**src/rtl/sram_test_sequencer.sv**
```systemverilog
// Sweeps a bank of SRAM R/W testers: enables each in turn for a dwell and collects
// sticky pass/fail results. Repeats for a programmed number of sweeps, or until aborted.
module sram_test_sequencer #(
  parameter int pNUM_SRAM    = 2,
  parameter int pDWELL_WIDTH = 32,
  parameter int pGAP         = 4
) (
  input  logic                    clk,
  input  logic                    reset_n,
  input  logic                    I_start,
  input  logic                    I_abort,
  input  logic                    I_stop_on_fail,
  input  logic [pNUM_SRAM-1:0]    I_enable_mask,
  input  logic [pDWELL_WIDTH-1:0] I_dwell,
  input  logic [15:0]             I_loops,
  input  logic [pNUM_SRAM-1:0]    I_pass,
  input  logic [pNUM_SRAM-1:0]    I_fail,
  output logic [pNUM_SRAM-1:0]    O_active,
  output logic [pNUM_SRAM-1:0]    O_pass,
  output logic [pNUM_SRAM-1:0]    O_fail,
  output logic                    O_busy,
  output logic                    O_done,
  output logic                    O_aborted,
  output logic [2:0]              O_current,
  output logic [15:0]             O_loop_count
);
  typedef enum logic [1:0] {ST_IDLE = 2'd0, ST_RUN = 2'd1, ST_GAP = 2'd2, ST_DONE = 2'd3} state_t;
  localparam logic [pDWELL_WIDTH-1:0] LP_GAP_LAST = pDWELL_WIDTH'(pGAP - 1);

  state_t                  r_state, w_state_nxt;
  logic [pDWELL_WIDTH-1:0] r_timer, w_timer_nxt, w_dwell_last;
  logic [2:0]              r_idx, w_idx_nxt, w_lowest, w_next;
  logic                    w_any_en, w_next_found, w_cur_fail, w_cur_pass;
  logic [pNUM_SRAM-1:0]    r_active, w_active_nxt, r_pass, w_pass_nxt;
  logic [pNUM_SRAM-1:0]    r_fail, w_fail_nxt, w_idx_oh;
  logic                    r_aborted, w_aborted_nxt;
  logic [15:0]             r_loop_count, w_loop_nxt, w_loop_inc;

  // Descending scan so the last hit is the lowest qualifying index.
  always_comb begin
    w_lowest     = '0;
    w_next       = '0;
    w_next_found = 1'b0;
    w_idx_oh     = '0;
    for (int i = pNUM_SRAM - 1; i >= 0; i--) begin
      if (I_enable_mask[i]) w_lowest = 3'(i);
      if (I_enable_mask[i] && (3'(i) > r_idx)) begin
        w_next       = 3'(i);
        w_next_found = 1'b1;
      end
      w_idx_oh[i] = (r_idx == 3'(i));
    end
  end

  assign w_any_en     = |I_enable_mask;
  assign w_cur_fail   = |(I_fail & w_idx_oh);
  assign w_cur_pass   = |(I_pass & w_idx_oh);
  assign w_dwell_last = (I_dwell == '0) ? '0 : I_dwell - pDWELL_WIDTH'(1);
  assign w_loop_inc   = (&r_loop_count) ? r_loop_count : r_loop_count + 16'd1;

  always_comb begin
    w_state_nxt   = r_state;
    w_timer_nxt   = r_timer;
    w_idx_nxt     = r_idx;
    w_pass_nxt    = r_pass;
    w_fail_nxt    = r_fail;
    w_aborted_nxt = r_aborted;
    w_loop_nxt    = r_loop_count;
    case (r_state)
      ST_IDLE: begin
        if (I_start) begin
          w_pass_nxt    = '0;
          w_fail_nxt    = '0;
          w_aborted_nxt = 1'b0;
          w_loop_nxt    = '0;
          w_timer_nxt   = '0;
          if (w_any_en) begin
            w_idx_nxt   = w_lowest;
            w_state_nxt = ST_RUN;
          end else begin
            w_state_nxt = ST_DONE;
          end
        end
      end
      ST_RUN: begin
        if (I_abort) begin
          w_aborted_nxt = 1'b1;
          w_state_nxt   = ST_DONE;
        end else begin
          if (w_cur_fail) begin
            w_fail_nxt = r_fail | w_idx_oh;
            w_pass_nxt = r_pass & ~w_idx_oh;
          end
          if (w_cur_fail && I_stop_on_fail) begin
            w_aborted_nxt = 1'b1;
            w_state_nxt   = ST_DONE;
          end else if (r_timer == w_dwell_last) begin
            // A fail on the final dwell cycle already blocks the pass here.
            if (w_cur_pass && !(|(w_fail_nxt & w_idx_oh))) w_pass_nxt = w_pass_nxt | w_idx_oh;
            w_timer_nxt = '0;
            w_state_nxt = ST_GAP;
          end else begin
            w_timer_nxt = r_timer + pDWELL_WIDTH'(1);
          end
        end
      end
      ST_GAP: begin
        if (I_abort) begin
          w_aborted_nxt = 1'b1;
          w_state_nxt   = ST_DONE;
        end else if (r_timer == LP_GAP_LAST) begin
          w_timer_nxt = '0;
          if (w_next_found) begin
            w_idx_nxt   = w_next;
            w_state_nxt = ST_RUN;
          end else begin
            w_loop_nxt = w_loop_inc;
            if ((I_loops != 16'd0) && (w_loop_inc >= I_loops)) begin
              w_state_nxt = ST_DONE;
            end else if (w_any_en) begin
              w_idx_nxt   = w_lowest;
              w_state_nxt = ST_RUN;
            end else begin
              w_state_nxt = ST_DONE;
            end
          end
        end else begin
          w_timer_nxt = r_timer + pDWELL_WIDTH'(1);
        end
      end
      ST_DONE: begin
        if (!I_start) w_state_nxt = ST_IDLE;
      end
      default: w_state_nxt = ST_IDLE;
    endcase
  end

  always_comb begin
    w_active_nxt = '0;
    for (int i = 0; i < pNUM_SRAM; i++)
      w_active_nxt[i] = (w_state_nxt == ST_RUN) && (w_idx_nxt == 3'(i));
  end

  always_ff @(posedge clk or negedge reset_n) begin
    if (!reset_n) r_state <= ST_IDLE;
    else          r_state <= w_state_nxt;
  end

  always_ff @(posedge clk or negedge reset_n) begin
    if (!reset_n) begin
      r_timer      <= '0;
      r_idx        <= '0;
      r_active     <= '0;
      r_pass       <= '0;
      r_fail       <= '0;
      r_aborted    <= 1'b0;
      r_loop_count <= '0;
    end else begin
      r_timer      <= w_timer_nxt;
      r_idx        <= w_idx_nxt;
      r_active     <= w_active_nxt;
      r_pass       <= w_pass_nxt;
      r_fail       <= w_fail_nxt;
      r_aborted    <= w_aborted_nxt;
      r_loop_count <= w_loop_nxt;
    end
  end

  assign O_active     = r_active;
  assign O_pass       = r_pass;
  assign O_fail       = r_fail;
  assign O_busy       = (r_state == ST_RUN) || (r_state == ST_GAP);
  assign O_done       = (r_state == ST_DONE);
  assign O_aborted    = r_aborted;
  assign O_current    = r_idx;
  assign O_loop_count = r_loop_count;
endmodule

```
**config.mk**
```make
export PLATFORM = sky130hd
export DESIGN_NAME = sram_test_sequencer
export DESIGN_NICKNAME = d
export VERILOG_FILES = /design/src/rtl/sram_test_sequencer.sv
export SDC_FILE = /design/constraint.sdc
export NUM_CORES = 1
export LEC_CHECK = 0
export BUFFER_PORTS_ARGS = -buffer_cell sky130_fd_sc_hd__buf_2
export CORE_UTILIZATION = 30
export DETAILED_ROUTE_END_ITERATION = 6
export PLACE_DENSITY = 0.48
export SETUP_SLACK_MARGIN = 0.3
export SLEW_MARGIN = 40
export SYNTH_ARGS = -nofsm -noshare
export SYNTH_HDL_FRONTEND = slang
export SYNTH_SLANG_ARGS = --single-unit
```
**constraint.sdc**
```tcl
create_clock -name clk -period 9.47 [get_ports clk]
set_input_delay 0.4735 -clock clk [delete_from_list [all_inputs] [get_ports clk]]
set_output_delay 0.4735 -clock clk [all_outputs]
set_load 0.01 [all_outputs]
```
Yosys cells after proc, flatten, opt, wreduce, memory -nomap -nowiden --
Cells that the tools add are included.
Word-level totals: logic and storage cells 120, bits in registers 60
Operators by class: add/subtract/negate cells 3, $lt $le $gt $ge 3, equality and inequality tests 16, bitwise gates (word level) 7, muxes and demuxes 57, reduce and logical (&&, ||, !) cells 26
Operators with widths (number):
- two-way mux 32 bit | 7
- case mux 32 bit (3 select lines) | 1
- two-way mux 16 bit | 5
- two-way mux 2 bit | 22
- adder 32 x 1 -> 32 bit, second input constant | 1
- == test 32 x 2 -> 1 bit, second input constant | 1
- == test 32 bit | 1
- logical NOT 32 bit | 1
- case mux 16 bit (2 select lines) | 1
- subtractor 32 x 1 -> 32 bit, second input constant | 1
- two-way mux 3 bit | 6
- adder 16 x 1 -> 16 bit, second input constant | 1
- greater-or-equal comparator 16 bit | 1
- AND reduction 16 bit | 1
- nonzero test 16 bit | 1
- != test 2 bit, second input constant | 7
- two-way mux 1 bit | 10
- AND reduction 5 bit | 2
- AND 2 bit | 4
- case mux 2 bit (2 select lines) | 2
- case mux 2 bit (4 select lines) | 1
- OR reduction 2 bit | 4
- logical AND 1 bit | 7
- == test 3 x 1 -> 1 bit, second input constant | 2
- other kinds (16) | 22

Logic depth before layout (Yosys ltp) --
Gate-level depths: netlist (run 1).
depth in word-level cells 15, depth in mapped cells 18

Least setup slack after synthesis (run 1) --
OpenSTA, ideal clock, no wires.
path type flip-flop to flip-flop, from reg r_loop_count[3], in the netlist O_loop_count[3], to reg r_active[1], in the netlist O_active[1], required time 9382 ps, slack 5414 ps, cell stages (with the launch flop) 19, library setup time 88 ps, data arrival time 3968 ps, cell sequence dfrtp_1 -> clkbuf_1 -> and4_1 -> nand4_1 -> nor3_1 -> nand2b_1 -> clkbuf_1 -> xnor2_1 -> ha_1 -> nand2b_1 -> a21o_1 -> a21o_1 -> a211oi_1 -> o21bai_1 -> a211oi_1 -> a2bb2oi_1 -> o21ai_0 -> o311a_1 -> nor3b_1
Between the ends: longest elaborated chain between the ends 11, elaborated cells between the ends (all ways) 18, those cells by class add/sub (1); order compare (1); eq/ne (2); mux (11); reduce/logical (3)
RTL lines:
- from (decl) | RTL line 37 | logic [15:0] r_loop_count, w_loop_nxt, w_loop_inc;
- from (signal assigned) | RTL line 165 | r_loop_count <= w_loop_nxt;
- adder 16 x 1 -> 16 bit or AND reduction 16 bit (tied branches) | RTL line 59 | assign w_loop_inc = (&r_loop_count) ? r_loop_count : r_loop_count + 16'd1;
- two-way mux 16 bit * | RTL line 59
- greater-or-equal comparator 16 bit * | RTL line 118 | if ((I_loops != 16'd0) && (w_loop_inc >= I_loops)) begin
- logical AND 1 bit * | RTL line 118
- two-way mux 2 bit or two-way mux 3 bit (tied branches) | RTL line 118
- two-way mux 2 bit or two-way mux 3 bit (tied branches) | RTL line 113 | if (w_next_found) begin
- two-way mux 2 bit or two-way mux 3 bit (tied branches) | RTL line 111 | end else if (r_timer == LP_GAP_LAST) begin
- two-way mux 2 bit or two-way mux 3 bit (tied branches) | RTL line 108 | if (I_abort) begin
- case mux 2 bit (4 select lines) or case mux 3 bit (2 select lines) (tied branches) | RTL line 69 | case (r_state)
- == test 2 x 1 -> 1 bit or == test 3 x 1 -> 1 bit (tied branches) | RTL line 141 | w_active_nxt[i] = (w_state_nxt == ST_RUN) && (w_idx_nxt == 3'(i));
- logical AND 1 bit * | RTL line 141
- via w_active_nxt[1] | RTL line 34 | logic [pNUM_SRAM-1:0] r_active, w_active_nxt, r_pass, w_pass_nxt;
- to (signal assigned) | RTL line 161 | r_active <= w_active_nxt;
- to (decl) | RTL line 34
The timed path passes the listed nets; every way through them passes the cells marked *. A chain may end at the register's enable or synchronous reset.

Final worst setup path (run 1) --
Ends and elaborated chain as after synthesis.

==> reports/metrics.json, run 1 <==
{
  "pre_cts_ws_ns": 4.91,
  "worst_ep_required_time_ns": 9.70,
  "cell_count_after_synthesis": 751,
  "p_switching_mw": 0.359,
  "cts_setup_buffers": 0,
  "detailedPlacementHpwl_microns": 14000,
  "synthesis.yosys.warnings": 0,
  "area.growth.synth_to_final_pct": 15.9,
  "timing_worst_slew_pin_value_ns": 0.696,
  "synth.net_count": 833,
  "vdd_drop_max_mv": 0.0911,
  "ff2ff_setup_slack_ns": 5.00,
  "detailedRoute.firstIterationViolations": 340,
  "post_cts_resized": 0,
  "antennaDiodeCount": 0,
  "global_route.overflow_total": 0,
  "critical_path.max_fanout": 9,
  "timing.max_slew.rel_slack_pct": 53.6,
  "core_area_sq_um": 19500,
  "post-route-drc-count": 0,
  "power.share.switching_pct": 36.0,
  "synth-main-ff-cell": "dfrtp_1",
  "path_class": "flop to flop",
  "seq_power_share_pct": 30.1,
  "ys_seq_elements": 60,
  "layout_setup_ws_ns": 5.00,
  "crit_path_end_kind": "flop",
  "path_clk_slew_ns": 0.05,
  "synth-seq-area-share_pct": 25.3,
  "grt_first_pass_wirelength_microns": 29700,
  "cap_viol_max_count": 0,
  "avgViaCountPerCell": 5.43,
  "die_area_sq_um": 20400,
  "die_height_microns": 143,
  "synth_largest_area_cell": "dfrtp_1",
  "tns_ns": 0,
  "first_global_vias": 5539,
  "finClkSkew_ns": 0.00646,
  "max_freq_mhz": 223,
  "grt.busiest_layer": "met2",
  "netlist_top_cells_area": "dfrtp_1 (25%), xnor2_1 (4.9%), ha_1 (4.8%)",
  "groute.layer.met3.usage_pct": 2.55,
  "gpl.final_weighted_congestion": 0.850,
  "capture_point_of_the_critical_path": "O_active[1]",
  "drive_above_1_share_pct": 16.4,
  "critical_path.startpoint": "O_loop_count[3]",
  "synth_edf_count": 0,
  "clkPwrFrac_pct": 34.6,
  "r2r.worst_path.cells": 16,
  "async_reset_ff_share_pct": 100,
  "floorplan.rows": 51,
  "grt_antenna_before_repair": 0,
  "hold_slack_ns": 0.218,
  "regToRegStartpoint": "O_loop_count[3]",
  "wirelength_microns": 17900,
  "synthesized_area_per_cell_sq_um": 7.91,
  "vias": 5844,
  "final_min_period_over_clock_period_pct": 47.3,
  "r2r-end": "O_active[1]",
  "cp-start-kind": "flop",
  "syn_area_sq_um": 5940,
  "synthTopCellsByCount": "nor2_1 (73), dfrtp_1 (60), nand2_1 (55)",
  "ios": 87,
  "routedWlPerCell_microns": 16.6,
  "power_per_cell_area_nw_per_um2": 145,
  "num-nets-final": 889,
  "cts_tree": "yes",
  "multi_input_area_sq_um": 4140,
  "groute.layer.met2.usage_pct": 29.3,
  "cts-root-buf": "clkbuf_16",
  "grt_setup_unrepaired": "no",
  "post-synth-top-area-fraction_pct": 25.3,
  "h-tree-depth": 3,
  "register_area_sq_um": 1500,
  "status": "finished, final reports clean",
  "grt_start_max_net_pins": 61,
  "start_util_pct": 30.5,
  "finalHoldViolCount": 0,
  "drtPass1Iterations": 4,
  "clock_tree.buffer_depth": 2,
  "cts_buffers": 9,
  "fin_total_pwr_mw": 0.997,
  "number_of_fillers_in_the_final_layout": 2089,
  "critPathArrivalTime_ns": 4.71,
  "port_buffers": 86,
  "route.antenna.remaining_nets": 0,
  "finalSetupViolCount": 0,
  "finalWorstPathRequiredPeriod_ns": 4.47,
  "clk_latency_ns": 0.32,
  "cts.sinks": 60,
  "internal_power_mw": 0.638,
  "die_x_microns": 143,
  "synth_cell_types": 77,
  "layout.core_utilization_pct": 35.4,
  "final_max_slew_viol_count": 0,
  "power_leakage_nw": 2.90,
  "global_route.usage.total_pct": 18.4,
  "synth.most_common_cell": "nor2_1",
  "post_cts_hold_buffer_count": 0,
  "worstHoldPathType": "input port to asynchronous set/reset pin",
  "comb_power_share_pct": 35.3,
  "globalRouteMet1Util_pct": 26.6
}
==> per-stage QoR <==
| stage | area, sq um | instances |
|---|---|---|
| 2_1_floorplan | 5940 | 751 |
| 5_1_grt | 6890 | 1077 |
| 3_3_place_gp | 6540 | 1061 |
| 4_1_cts | 6880 | 1077 |
| 3_5_place_dp | 6570 | 1061 |
| 6_report | 6890 | 1077 |
==> placed cells by master, fill, tap and decap left out, drive strengths merged, types with 5 or more instances in the layout <==
| cell type | instances |
|---|---|
| clkbuf | 9 |
| inv | 32 |
| xor2 | 27 |
| o21ai | 32 |
| nor3b | 5 |
| nand4b | 5 |
| and2 | 7 |
| o22ai | 5 |
| a21oi | 22 |
| buf | 92 |
| nand2 | 55 |
| nor2 | 74 |
| or3 | 9 |
| a31oi | 6 |
| mux2i | 5 |
| o21a | 7 |
| nor2b | 11 |
| dfrtp | 60 |
| nand2b | 14 |
| nand3 | 43 |
| xnor3 | 5 |
| o211ai | 7 |
| nor4 | 30 |
| nand4 | 25 |
| xnor2 | 33 |
| and3 | 7 |
| ha | 23 |
| a211oi | 5 |
| nor3 | 32 |
| or4 | 11 |
| a32o | 10 |
| and4 | 6 |
| a21o | 7 |
| o31ai | 14 |
==> cell families (layout without fill, tap and decap cells) <==
kind of cell / after synthesis / after routing / share of synthesized area (%)
buffers and inverters: 79 / 140 / 5.50
AND/OR/NAND/NOR: 355 / 355 / 32.7
XOR/XNOR: 65 / 65 / 10.7
multiplexers: 8 / 8 / 1.41
AO/OA/AOI/OAI: 161 / 161 / 19.6
flip-flops: 60 / 60 / 25.3
adder cells (fa/ha/maj): 23 / 23 / 4.84
==> final cells by class <==
| cell class | count | area share (%) |
|---|---|---|
| repair buffers | 92 | 6.96 |
| clock buffers | 9 | 3.27 |
| inverters | 32 | 1.74 |
| clock inverters | 7 | 1.33 |
| flip-flops and latches | 60 | 21.8 |
| multi-input cells | 612 | 60.1 |
| well taps | 265 | 4.81 |
==> layer usage <==
| layer | share of wire, % | routed length [microns] | vias up |
|---|---|---|---|
| met5 | 0 | 0 | - |
| met4 | 0.79 | 142 | 0 |
| met3 | 3.5 | 620 | 14 |
| met2 | 46 | 8250 | 112 |
| met1 | 50 | 8870 | 2796 |
| li1 | - | - | 2922 |
==> worst min path at each step <==
stage	end	slack [ns]	cells past startpoint
after floorplan	O_aborted	0.18	0
after global placement	O_fail[0]	0.50	2
after detailed placement	O_pass[0]	0.51	2
after CTS	r_timer[28]	0.35	2
after global routing	O_loop_count[9]	0.29	2
final	r_timer[28]	0.22	2
==> critical path, cell delays in order (launching register included) <==
cell	delay (ns)
dfrtp_1	0.48
and4_1	0.31
nand4_1	0.22
nor3_1	0.39
nand2b_1	0.25
xnor2_1	0.18
ha_1	0.26
nand2b_1	0.14
a21o_1	0.17
a21o_1	0.17
a211oi_1	0.22
o21bai_1	0.10
a211oi_1	0.26
a2bb2oi_1	0.51
o21ai_0	0.17
o311a_1	0.38
nor3b_1	0.18
==> sequential cells by signal (all words and copies together) (netlist names) <==
| signal | cells |
|---|---|
| O_loop_count | 16 |
| O_aborted | 1 |
| r_timer | 32 |
| O_pass | 2 |
| r_state | 2 |
| O_fail | 2 |
| O_active | 2 |
| O_current | 3 |
==> power by group through the flow <==
stage	Sequential [mW]	Clock (mW)	Combinational, mW
floorplan	0.300	0	0.253
global placement	0.304	0	0.357
detailed placement	0.304	0	0.355
CTS	0.299	0.354	0.356
global route	0.303	0.367	0.401
finish	0.300	0.345	0.352
(Power assumes the default switching activity.)
==> run 2, diff against run 1 <==
PLACE_DENSITY = 0.5   (was 0.48)
clock period = 3.98 ns   (was 9.47 ns; I/O delays follow)
==> reports/metrics.json, run 2 (synthesized netlist as in run 1, its figures left out) <==
{
  "status": "finished, final reports clean",
  "grt_first_pass_wirelength_microns": 29600,
  "flip_flop_count_of_the_largest_register_all_copies_and_words_added": 32,
  "num-nets-final": 927,
  "detailedPlacementHpwl_microns": 14000,
  "cts_buffers": 9,
  "first_global_vias": 5690,
  "cp-start-kind": "flop",
  "critPathArrivalTime_ns": 3.95,
  "final_max_slew_viol_count": 0,
  "power_per_cell_area_nw_per_um2": 336,
  "start_util_pct": 30.5,
  "grt_setup_unrepaired": "yes",
  "wirelength_microns": 18200,
  "timing.max_slew.rel_slack_pct": 53.0,
  "highest_count_cells_in_the_layout_ignoring_fill_and_taps": "buf_2 (85), nor2_1 (72), dfrtp_1 (60)",
  "route.antenna.remaining_nets": 0,
  "detailedRoute.firstIterationViolations": 408,
  "regMostFlops": "r_timer",
  "ios": 87,
  "critical_path.max_fanout": 5,
  "vias": 6057,
  "dpl_cell_area_sq_um": 6770,
  "avgViaCountPerCell": 5.43,
  "global_route.usage.total_pct": 18.4,
  "cts.sinks": 60,
  "max_freq_mhz": 269,
  "drtPass1Iterations": 5,
  "cts-root-buf": "clkbuf_16",
  "final_min_period_over_clock_period_pct": 93.3,
  "finalSetupViolCount": 0,
  "post-route-drc-count": 0,
  "tns_ns": 0,
  "timing_worst_slew_pin_value_ns": 0.696,
  "floorplan.rows": 51,
  "core_area_sq_um": 19500,
  "gpl.final_weighted_congestion": 0.876,
  "crit_path_end_kind": "flop",
  "layout_commonest_cell": "buf_2",
  "power_leakage_nw": 3.13,
  "cts_tree": "yes",
  "clk_latency_ns": 0.32,
  "die_x_microns": 143,
  "worst_ep_required_time_ns": 4.21,
  "port_buffers": 86,
  "h-tree-depth": 3,
  "clock_tree.buffer_depth": 2,
  "global_route.overflow_total": 0,
  "worstHoldPathType": "input port to flop",
  "vdd_drop_max_mv": 0.187,
  "path_clk_slew_ns": 0.05,
  "finalHoldViolCount": 0,
  "finalWorstPathRequiredPeriod_ns": 3.71,
  "grt_start_max_net_pins": 38,
  "routedWlPerCell_microns": 16.3,
  "die_height_microns": 143,
  "path_class": "flop to flop",
  "drive_above_1_share_pct": 21.2,
  "grt_antenna_before_repair": 0,
  "antennaDiodeCount": 0,
  "cap_viol_max_count": 0,
  "fin_area_sq_um": 7280,
  "area.growth.synth_to_final_pct": 22.5,
  "die_area_sq_um": 20400,
  "finClkSkew_ns": 0.00896
}
==> run 2: cell types whose count changed in the layout (fill, tap and decap cells not counted), moves of 2 or more <==
| cell | previous run | this run |
|---|---|---|
| a211oi_2 | 0 | 2 |
| nor3_1 | 31 | 29 |
| nor3_2 | 1 | 3 |
| o21ai_0 | 31 | 29 |
| clkinv_2 | 3 | 1 |
| clkbuf_1 | 0 | 2 |
| a211oi_1 | 5 | 3 |
| buf_4 | 5 | 42 |
==> run 2: per-stage QoR <==
stage                     std cells  total power, mW  setup WS [ns]  hold slack [ns]  util, %
final                          1115             2.45          0.266            0.191     37.4
after CTS                      1112             2.47          0.305            0.178     36.9
after detailed placement       1085             1.62         0.0562            0.196     34.8
after global routing           1115             2.61          0.137            0.226     37.4
after floorplan                 751             1.32          0.301          -0.0966        -
after global placement         1085             1.63         0.0554            0.350     34.8
==> run 2: layer usage <==
metal | GRT usage (%) | up-vias | wire (microns)
li1 | - | 2992 | -
met1 | 25.3 | 2882 | 8640
met2 | 30.4 | 163 | 8550
met3 | 2.38 | 20 | 795
met4 | 4.36 | 0 | 238
met5 | 0 | - | 0
==> run 2: report_power, final <==
part	switching (mW)	leakage, nW	internal (mW)	total (mW)
combinational	0.541	2.16	0.368	0.909
clock	0.270	0.153	0.564	0.834
sequential	0.0468	0.821	0.659	0.705
==> run 2: critical path, stage by stage, from the launching register on <==
cell and delay (ns):
dfrtp_1 0.35, and4_4 0.24, nand4_1 0.21, or3_4 0.47
nor2_4 0.13, nor2_1 0.09, and2_1 0.18, nand3_1 0.12
xnor2_2 0.14, ha_1 0.27, a21o_1 0.16, a21o_1 0.17
a21oi_1 0.14, o21ai_1 0.11, a2bb2oi_4 0.26, o21ai_2 0.07
o311a_1 0.34, nor3_1 0.18
==> run 2: worst paths after layout <==
check | cells past startpoint | from | endpoint | slack [ns]
max reg2reg | 17 | O_loop_count[4] | O_active[0] | 0.27
max | 17 | O_loop_count[4] | O_active[0] | 0.27
max in group asynchronous | 3 | reset_n | r_timer[16] | 2.89
min in group asynchronous | 2 | reset_n | O_loop_count[1] | 0.38
min | 3 | I_fail[0] | O_fail[0] | 0.19
min reg2reg | 2 | O_pass[0] | O_pass[0] | 0.51
==> run 2: cell type report <==
cell class / instances / area, sq um
clock buffers: 12 / 246
clock inverters: 4 / 72.6
fillers: 2020 / 12200
inverters: 32 / 120
multi-input cells: 612 / 4220
flip-flops and latches: 60 / 1500
well taps: 265 / 332
repair buffers: 130 / 782
==> run 2: what timing repair did <==
item                                    CTS  global route
gates cloned                              0             0
pin swaps                                 8             7
hold buffers                              1             0
resized for setup                         2            12
hold endpoints to repair                 36             0
buffers inserted                         10             3
endpoints found under the setup margin    2            33
